--- config.mk ---
export PLATFORM = sky130hd
export DESIGN_NAME = fft_frame_ctrl
export DESIGN_NICKNAME = d
export VERILOG_FILES = /design/src/rtl/fft_frame_ctrl.sv
export SDC_FILE = /design/constraint.sdc
export NUM_CORES = 1
export LEC_CHECK = 0
export ABC_CLOCK_PERIOD_IN_PS = 2600
export CORE_MARGIN = 2
export CORE_UTILIZATION = 48
export DETAILED_ROUTE_END_ITERATION = 7
export GPL_ROUTABILITY_DRIVEN = 0
export PLACE_DENSITY = 0.81
export SLEW_MARGIN = 20
export SYNTH_ARGS = -nofsm -noshare
export SYNTH_HDL_FRONTEND = slang
export SYNTH_SLANG_ARGS = --single-unit
--- constraint.sdc ---
create_clock -name clk -period 2.6 [get_ports clk]
set_clock_uncertainty 0.2 [all_clocks]
set_input_delay 0.26 -clock clk [delete_from_list [all_inputs] [get_ports clk]]
set_output_delay 0.26 -clock clk [all_outputs]
set_load 0.01 [all_outputs]
--- src/rtl/fft_frame_ctrl.sv ---
// rtl/fft_frame_ctrl.sv - FFT sink frame sequencer (sop/eop framing, back-pressure, gap)
// Optional frame counter output enabled by FFT_FRAME_CNT_EN.
module fft_frame_ctrl #(
  parameter int FRAME_LEN = 1024,
  parameter int CNT_W     = 16,
  parameter int GAP_CYC   = 0
) (
  input  logic             clk,
  input  logic             rst_n,
  input  logic             start,
  input  logic             cont,
  input  logic             stop,
  input  logic             sample_en,
  input  logic             sink_ready,
  output logic             sink_valid,
  output logic             sink_sop,
  output logic             sink_eop,
  output logic [CNT_W-1:0] sample_idx,
  output logic             busy,
  output logic             frame_done,
  output logic             overrun
`ifdef FFT_FRAME_CNT_EN
  ,
  output logic [CNT_W-1:0] frame_cnt
`endif
);

  typedef enum logic [1:0] {
    IDLE   = 2'd0,
    STREAM = 2'd1,
    GAP    = 2'd2
  } state_t;

  localparam logic [CNT_W-1:0] LAST_IDX = CNT_W'(FRAME_LEN - 1);
  localparam logic [CNT_W-1:0] GAP_LOAD = CNT_W'(GAP_CYC - 1);
  localparam logic [CNT_W-1:0] ONE      = CNT_W'(1);
  localparam logic [CNT_W-1:0] ZERO     = '0;

  state_t           state, state_nx;
  logic [CNT_W-1:0] idx, idx_nx;
  logic [CNT_W-1:0] gap_cnt, gap_nx;
  logic             ovr_nx;
  logic             done_nx;
  logic             start_acc;
  logic             xfer;
  logic             last_xfer;

  // Handshake decode is purely combinational so a strobe is offered in its own cycle.
  assign xfer       = (state == STREAM) && sample_en && sink_ready;
  assign last_xfer  = xfer && (idx == LAST_IDX);
  assign sink_valid = xfer;
  assign sink_sop   = xfer && (idx == ZERO);
  assign sink_eop   = last_xfer;
  assign sample_idx = idx;
  assign busy       = (state != IDLE);
  assign start_acc  = (state == IDLE) && start && !stop;

  always_comb begin
    state_nx = state;
    idx_nx   = idx;
    gap_nx   = gap_cnt;
    ovr_nx   = overrun;
    done_nx  = 1'b0;
    case (state)
      IDLE: begin
        if (start_acc) begin
          state_nx = STREAM;
          idx_nx   = ZERO;
          ovr_nx   = 1'b0;
        end
      end
      STREAM: begin
        if (sample_en && !sink_ready) ovr_nx = 1'b1;
        if (xfer) idx_nx = last_xfer ? ZERO : idx + ONE;
        if (last_xfer) begin
          done_nx = 1'b1;
          if (!cont) begin
            state_nx = IDLE;
          end else if (GAP_CYC > 0) begin
            state_nx = GAP;
            gap_nx   = GAP_LOAD;
          end
        end
        // stop overrides any re-arm decision, but the completed frame still reports done
        if (stop) begin
          state_nx = IDLE;
          idx_nx   = ZERO;
        end
      end
      GAP: begin
        if (gap_cnt == ZERO) begin
          state_nx = STREAM;
          idx_nx   = ZERO;
        end else begin
          gap_nx = gap_cnt - ONE;
        end
        if (stop) begin
          state_nx = IDLE;
          idx_nx   = ZERO;
        end
      end
      default: begin
        state_nx = IDLE;
        idx_nx   = ZERO;
      end
    endcase
  end

  always_ff @(posedge clk or negedge rst_n) begin
    if (!rst_n) begin
      state      <= IDLE;
      idx        <= ZERO;
      gap_cnt    <= ZERO;
      overrun    <= 1'b0;
      frame_done <= 1'b0;
    end else begin
      state      <= state_nx;
      idx        <= idx_nx;
      gap_cnt    <= gap_nx;
      overrun    <= ovr_nx;
      frame_done <= done_nx;
    end
  end

`ifdef FFT_FRAME_CNT_EN
  always_ff @(posedge clk or negedge rst_n) begin
    if (!rst_n) begin
      frame_cnt <= ZERO;
    end else if (start_acc) begin
      frame_cnt <= ZERO;
    end else if (done_nx) begin
      frame_cnt <= frame_cnt + ONE;
    end
  end
`endif

endmodule
* After elaboration in Yosys (flattened, before gate mapping) *
Cells that the tools add are included.

word-level totals
  output and inout port bits = 22
  bits in registers = 36
  input port bits = 7
  word-level logic and storage cells = 54

cells by class
  equal/unequal tests = 9
  mux-type cells = 19
  add/subtract/negate cells = 2
  reductions and logical operators = 18
  bitwise operators = 1

operators with widths
  cell                     count
  $mux W16                 6
  $pmux W16 S3             1
  $logic_not A16 Y1        2
  $add A16 B1 Y16 const B  1
  $eq A16 B10 Y1 const B   1
  $sub A16 B1 Y16 const B  1
  $mux W2                  6
  $ne A3 B3 Y1 const B     4
  $logic_and A1 B1 Y1      7
  $pmux W2 S3              1
  $reduce_and A3 Y1        2
  $mux W1                  4
  $reduce_and A4 Y1        1
  $reduce_bool A2 Y1       2
  $eq A2 B1 Y1 const B     1
  $eq A2 B2 Y1 const B     1
  $logic_not A1 Y1         2
  $logic_not A2 Y1         1
  $ne A2 B1 Y1 const B     1
  $ne A2 B2 Y1 const B     1
  $pmux W1 S2              1
  $reduce_and A2 Y1        1
  $not A1 Y1               1

* Logic depth before layout (Yosys ltp) *
  word-level depth = 8
  depth in mapped cells = 6
  mapped depth without buffers = 5

* Worst setup path after synthesis *
OpenSTA, ideal clock, no wires.

  kind = register -> register
  start point = reg idx[0] (netlist: sample_idx[0])
  end point = reg idx[12] (netlist: sample_idx[12])
  required time = 2322 ps
  clock period less this slack = 1958 ps
  slack = 642 ps
  path buffers = 0
  stages on the path, launching flop included = 6
  library setup time = 78 ps
  arrival = 1681 ps
  cell sequence = dfrtp_1 > ha_1 > and4_4 > nand3_4 > or4_1 > a21oi_1

between the ends
  longest elaborated chain between the ends = 6
  elaborated cells on any way between the ends = 7
  those cells by class = add/sub: 1; eq/ne: 1; mux: 4; reduce/logical: 1

ends and longest elaborated chain
  item                                                                     line  text
  from (decl)                                                              40    logic [CNT_W-1:0] idx, idx_nx;
  from (signal assigned)                                                   118   idx <= idx_nx;
  parallel branches: the longest is 2 deep, another holds $add A16 B1 Y16  n/a
  $mux W16 * (2 in series)                                                 74    if (xfer) idx_nx = last_xfer ? ZERO : idx + ONE;
  $mux W16 *                                                               85    if (stop) begin
  $pmux W16 S3 *                                                           64    case (state)

Mark *: on every way between the ends. The select of a mux whose other input is x is not followed.
A chain may end at the register's enable or synchronous reset.

* Final worst setup path *
  start point = reg idx[12] (netlist: sample_idx[12])
  end point = out sink_eop

between the ends
  longest elaborated chain between the ends = 2

ends and longest elaborated chain
  item                 line  text
  $eq A16 B10 Y1       50    assign last_xfer = xfer && (idx == LAST_IDX);
  $logic_and A1 B1 Y1  50
  to (decl)            17    output logic sink_eop,

Every way passes these cells.

==> results.txt <==
Run status = finished clean
Post-layout nets = 166
Worst-path maximum fanout = 6
Share of the yosys chip area belonging to registers = 41.9%
Post-DR vias/cell = 6.07
Crit path max-delay cell type = sky130_fd_sc_hd__clkdlybuf4s50_1
Most used flip-flop cell after synthesis = sky130_fd_sc_hd__dfrtp_1
Synthesized-area fraction occupied by xor and xnor cells = 0%
Final routed wire length divided by cell count = 14.9 um
Synth warn = 0
IO Count = 29
Critical path type = reg -> out
CTS tree = built
Vertical die dimension = 52.6 um
Synthesized instance count = 123
Largest family of logic cells by synthesized area = simple AND/OR/NAND/NOR gates
Hold buffer count at cts = 0
Final Slew Violations = 0
Synthesized net count = 132
Placeable Area = 0.00221 mm^2
Simple-gate share of the synthesized area = 27.9%
Power per cell area = 366 mW/mm^2
Final hold violations = 0
Number of antenna violations at the first check in global routing = 0
Latest clock arrival within the worst-skew pair = 0.30 ns
Seq pwr share = 56.1%
Ys async rst share = 100%
Clk network pwr share = 28.1%
Achievable frequency = 392 MHz
Number of inserted diodes = 0
Core Rows = 17
Switch share = 26.5%
Number of nets with antenna violations after detailed routing = 0
Met1 Routed Length = 1180 um
Clk Tree Root Cell = sky130_fd_sc_hd__clkbuf_4
Top routing layer in use = met4
Count of buffering cells on the critical path with inverters included = 1
Post-Syn Area = 0.00113 mm^2
Filler Cells Inserted = 184
CP delay by family, top = simple AND/OR/NAND/NOR gates
Setup Viol. Count Final = 0
Final min period = 2.55 ns
H-Tree Depth = 1
Worst Setup End Kind = output port
Worst voltage drop across the vdd grid = 344 uV
P&R area growth vs syn = 32.2%
Count of input and output buffers = 28
Leakage Power = 0.557 nW
CP startpoint = sample_idx[12]
Iteration count of the initial detailed-routing pass = 4
Delay of the slowest critical-path stage = 0.56 ns
Number of unique standard cell types used by synthesis = 39
Multiplexer area fraction after synthesis = 0%
Area fraction in compound gates after synthesis = 22.4%
Via count of the first global-routing pass = 957
Proportion of layout cells with a drive suffix above 1 = 14.7%
EDFF count, synth = 0
TritonCTS Buffers = 3
Horizontal extent of the die = 52.6 um
HPWL after DPL = 1970 um
Effective utilization at floorplan = 51.2%
Switching pwr = 0.145 mW
Startpoint of the most critical register-to-register path = sample_idx[12]
Final total negative setup slack = 0 ns
Internal Dissipation = 0.403 mW
Max-cap violations = 0
Critical path cell sequence = nor4_2 > nand3_1 > nor2_2 > clkdlybuf4s50_1
Tightest slew margin relative to the limit = 39.2%
Routed wire length = 2740 um
Adder and majority cell fraction of the synthesized area = 2.21%
#FFs+latches synth = 19
Clock-pin transition on the worst setup and hold timing paths = 0.11 ns
Slew at the pin with the worst max-slew slack = 0.912 ns
Routed length on met3 = 160 um
Final worst-path cycle share = 98.2%
Floorplan die area = 0.00277 mm^2
Arrival time of data at the critical path endpoint = 2.09 ns
Overall overflow remaining after global route = 0
Total track usage = 22.3%
Residual DRC = 0
Logic gate share of total power = 15.7%
Path category of the worst min-delay check = in -> async
Hold WS = 0.0832 ns
Maximum clock path buffer count = 2
CTS sink cnt = 19
Total number of vias = 1117
Largest net degree at the start of global routing = 20
Syn_area_per_cell = 9.22 um^2
Data required time at the worst endpoint = 2.14 ns
Routed met2 length = 1340 um
Startpoint type of the worst setup path = flop
Number of design-rule violations left by the first detailed-router iteration = 18
First-pass GRT wire length = 4460 um
[power groups by stage]
stage                     clock network [mW]  logic (mW)  registers [mW]
final                                  0.154      0.0864           0.308
after floorplan                            0      0.0343           0.317
after global routing                   0.173      0.0949           0.309
after global placement                     0      0.0778           0.315
after CTS                              0.155      0.0857           0.308
after detailed placement                   0      0.0800           0.315
[synthesized netlist by cell type (2+ instances only)]
master                    instances  area, um^2
sky130_fd_sc_hd__dfrtp_1         19         475
sky130_fd_sc_hd__and3_1           3        18.8
sky130_fd_sc_hd__o31ai_1          7        52.6
sky130_fd_sc_hd__nor2b_1          2        12.5
sky130_fd_sc_hd__o41ai_1          3        26.3
sky130_fd_sc_hd__or4_1            7        52.6
sky130_fd_sc_hd__nor2_1           6        22.5
sky130_fd_sc_hd__a21oi_1          9        45.0
sky130_fd_sc_hd__ha_1             2        25.0
sky130_fd_sc_hd__o21ai_0          9        45.0
sky130_fd_sc_hd__nand4_1          3        18.8
sky130_fd_sc_hd__inv_1            8        30.0
sky130_fd_sc_hd__o31a_1           2        17.5
sky130_fd_sc_hd__nor4_1           4        25.0
sky130_fd_sc_hd__nand3_1          6        30.0
sky130_fd_sc_hd__o21ba_2          2        20.0
sky130_fd_sc_hd__nand2_1          8        30.0
sky130_fd_sc_hd__buf_2            2        10.0
[placed cells by master (no fill, tap or decap), types with 6 or more instances in the layout]
cell type / n
sky130_fd_sc_hd__clkdlybuf4s50_1: 28
sky130_fd_sc_hd__dfrtp_1: 19
sky130_fd_sc_hd__o21ai_0: 9
sky130_fd_sc_hd__a21oi_1: 9
sky130_fd_sc_hd__inv_1: 8
sky130_fd_sc_hd__nand2_1: 8
sky130_fd_sc_hd__o31ai_1: 7
sky130_fd_sc_hd__or4_1: 7
sky130_fd_sc_hd__nand3_1: 6
sky130_fd_sc_hd__buf_4: 6
[what timing repair did]
| action | 4_1_cts | 5_1_grt |
|---|---|---|
| setup endpoints to repair | 1 | 1 |
| pin swaps | 0 | 1 |
| buffers inserted | 2 | 1 |
| gates resized for setup | 1 | 2 |
| cloned | 0 | 0 |
[layout make-up]
| class | count | area [um^2] | share of cell area (%) |
|---|---|---|---|
| Multi-Input combinational cell | 91 | 607 | 40.5 |
| Inverter | 8 | 30.0 | 2.00 |
| Sequential cell | 19 | 475 | 31.7 |
| Tap cell | 28 | 35.0 | 2.34 |
| Timing Repair Buffer | 34 | 325 | 21.7 |
| Clock buffer | 4 | 26.3 | 1.75 |
[layer usage]
metal | up-vias | GRT usage, %
met2 | 48 | 34.6
li1 | 539 | -
met3 | 8 | 4.29
met1 | 522 | 30.1
met5 | - | 0
met4 | 0 | 9.40
[registers in the layout, summed over array words and instances (netlist names)]
signal      flops
sample_idx     16
state           1
frame_done      1
overrun         1
[through the flow]
| stage | setup WS (ns) | cells | util, % | cell area [um^2] | power, mW |
|---|---|---|---|---|---|
| final | 0.0459 | 184 | 67.8 | 1500 | 0.548 |
| after global routing | -0.0762 | 184 | 67.8 | 1500 | 0.576 |
| after CTS | 0.0488 | 183 | 67.0 | 1480 | 0.548 |
| after detailed placement | 0.230 | 177 | 65.0 | 1440 | 0.395 |
| after global placement | 0.322 | 177 | 65.0 | 1440 | 0.393 |
| after floorplan | 0.642 | 123 | - | 1130 | 0.351 |
[logic make-up (layout without fill, tap and decap cells)]
| group | after synthesis | after routing |
|---|---|---|
| adders and majority gates | 2 | 2 |
| and+or+nand+nor | 51 | 51 |
| AOI/OAI and AO/OA | 38 | 38 |
| DFF | 19 | 19 |
| buffers and inverters | 13 | 46 |
[worst paths after layout]
check | to | slack, ns | cells after the start
max in group asynchronous | state[0] | 1.91 | 2
min in group clk | state[0] | 0.32 | 3
min reg2reg | overrun | 0.36 | 2
min | sample_idx[9] | 0.08 | 2
max reg2reg | sample_idx[0] | 0.43 | 5
max | sink_eop | 0.05 | 4
No activity file was read; power rests on OpenSTA's default activity.
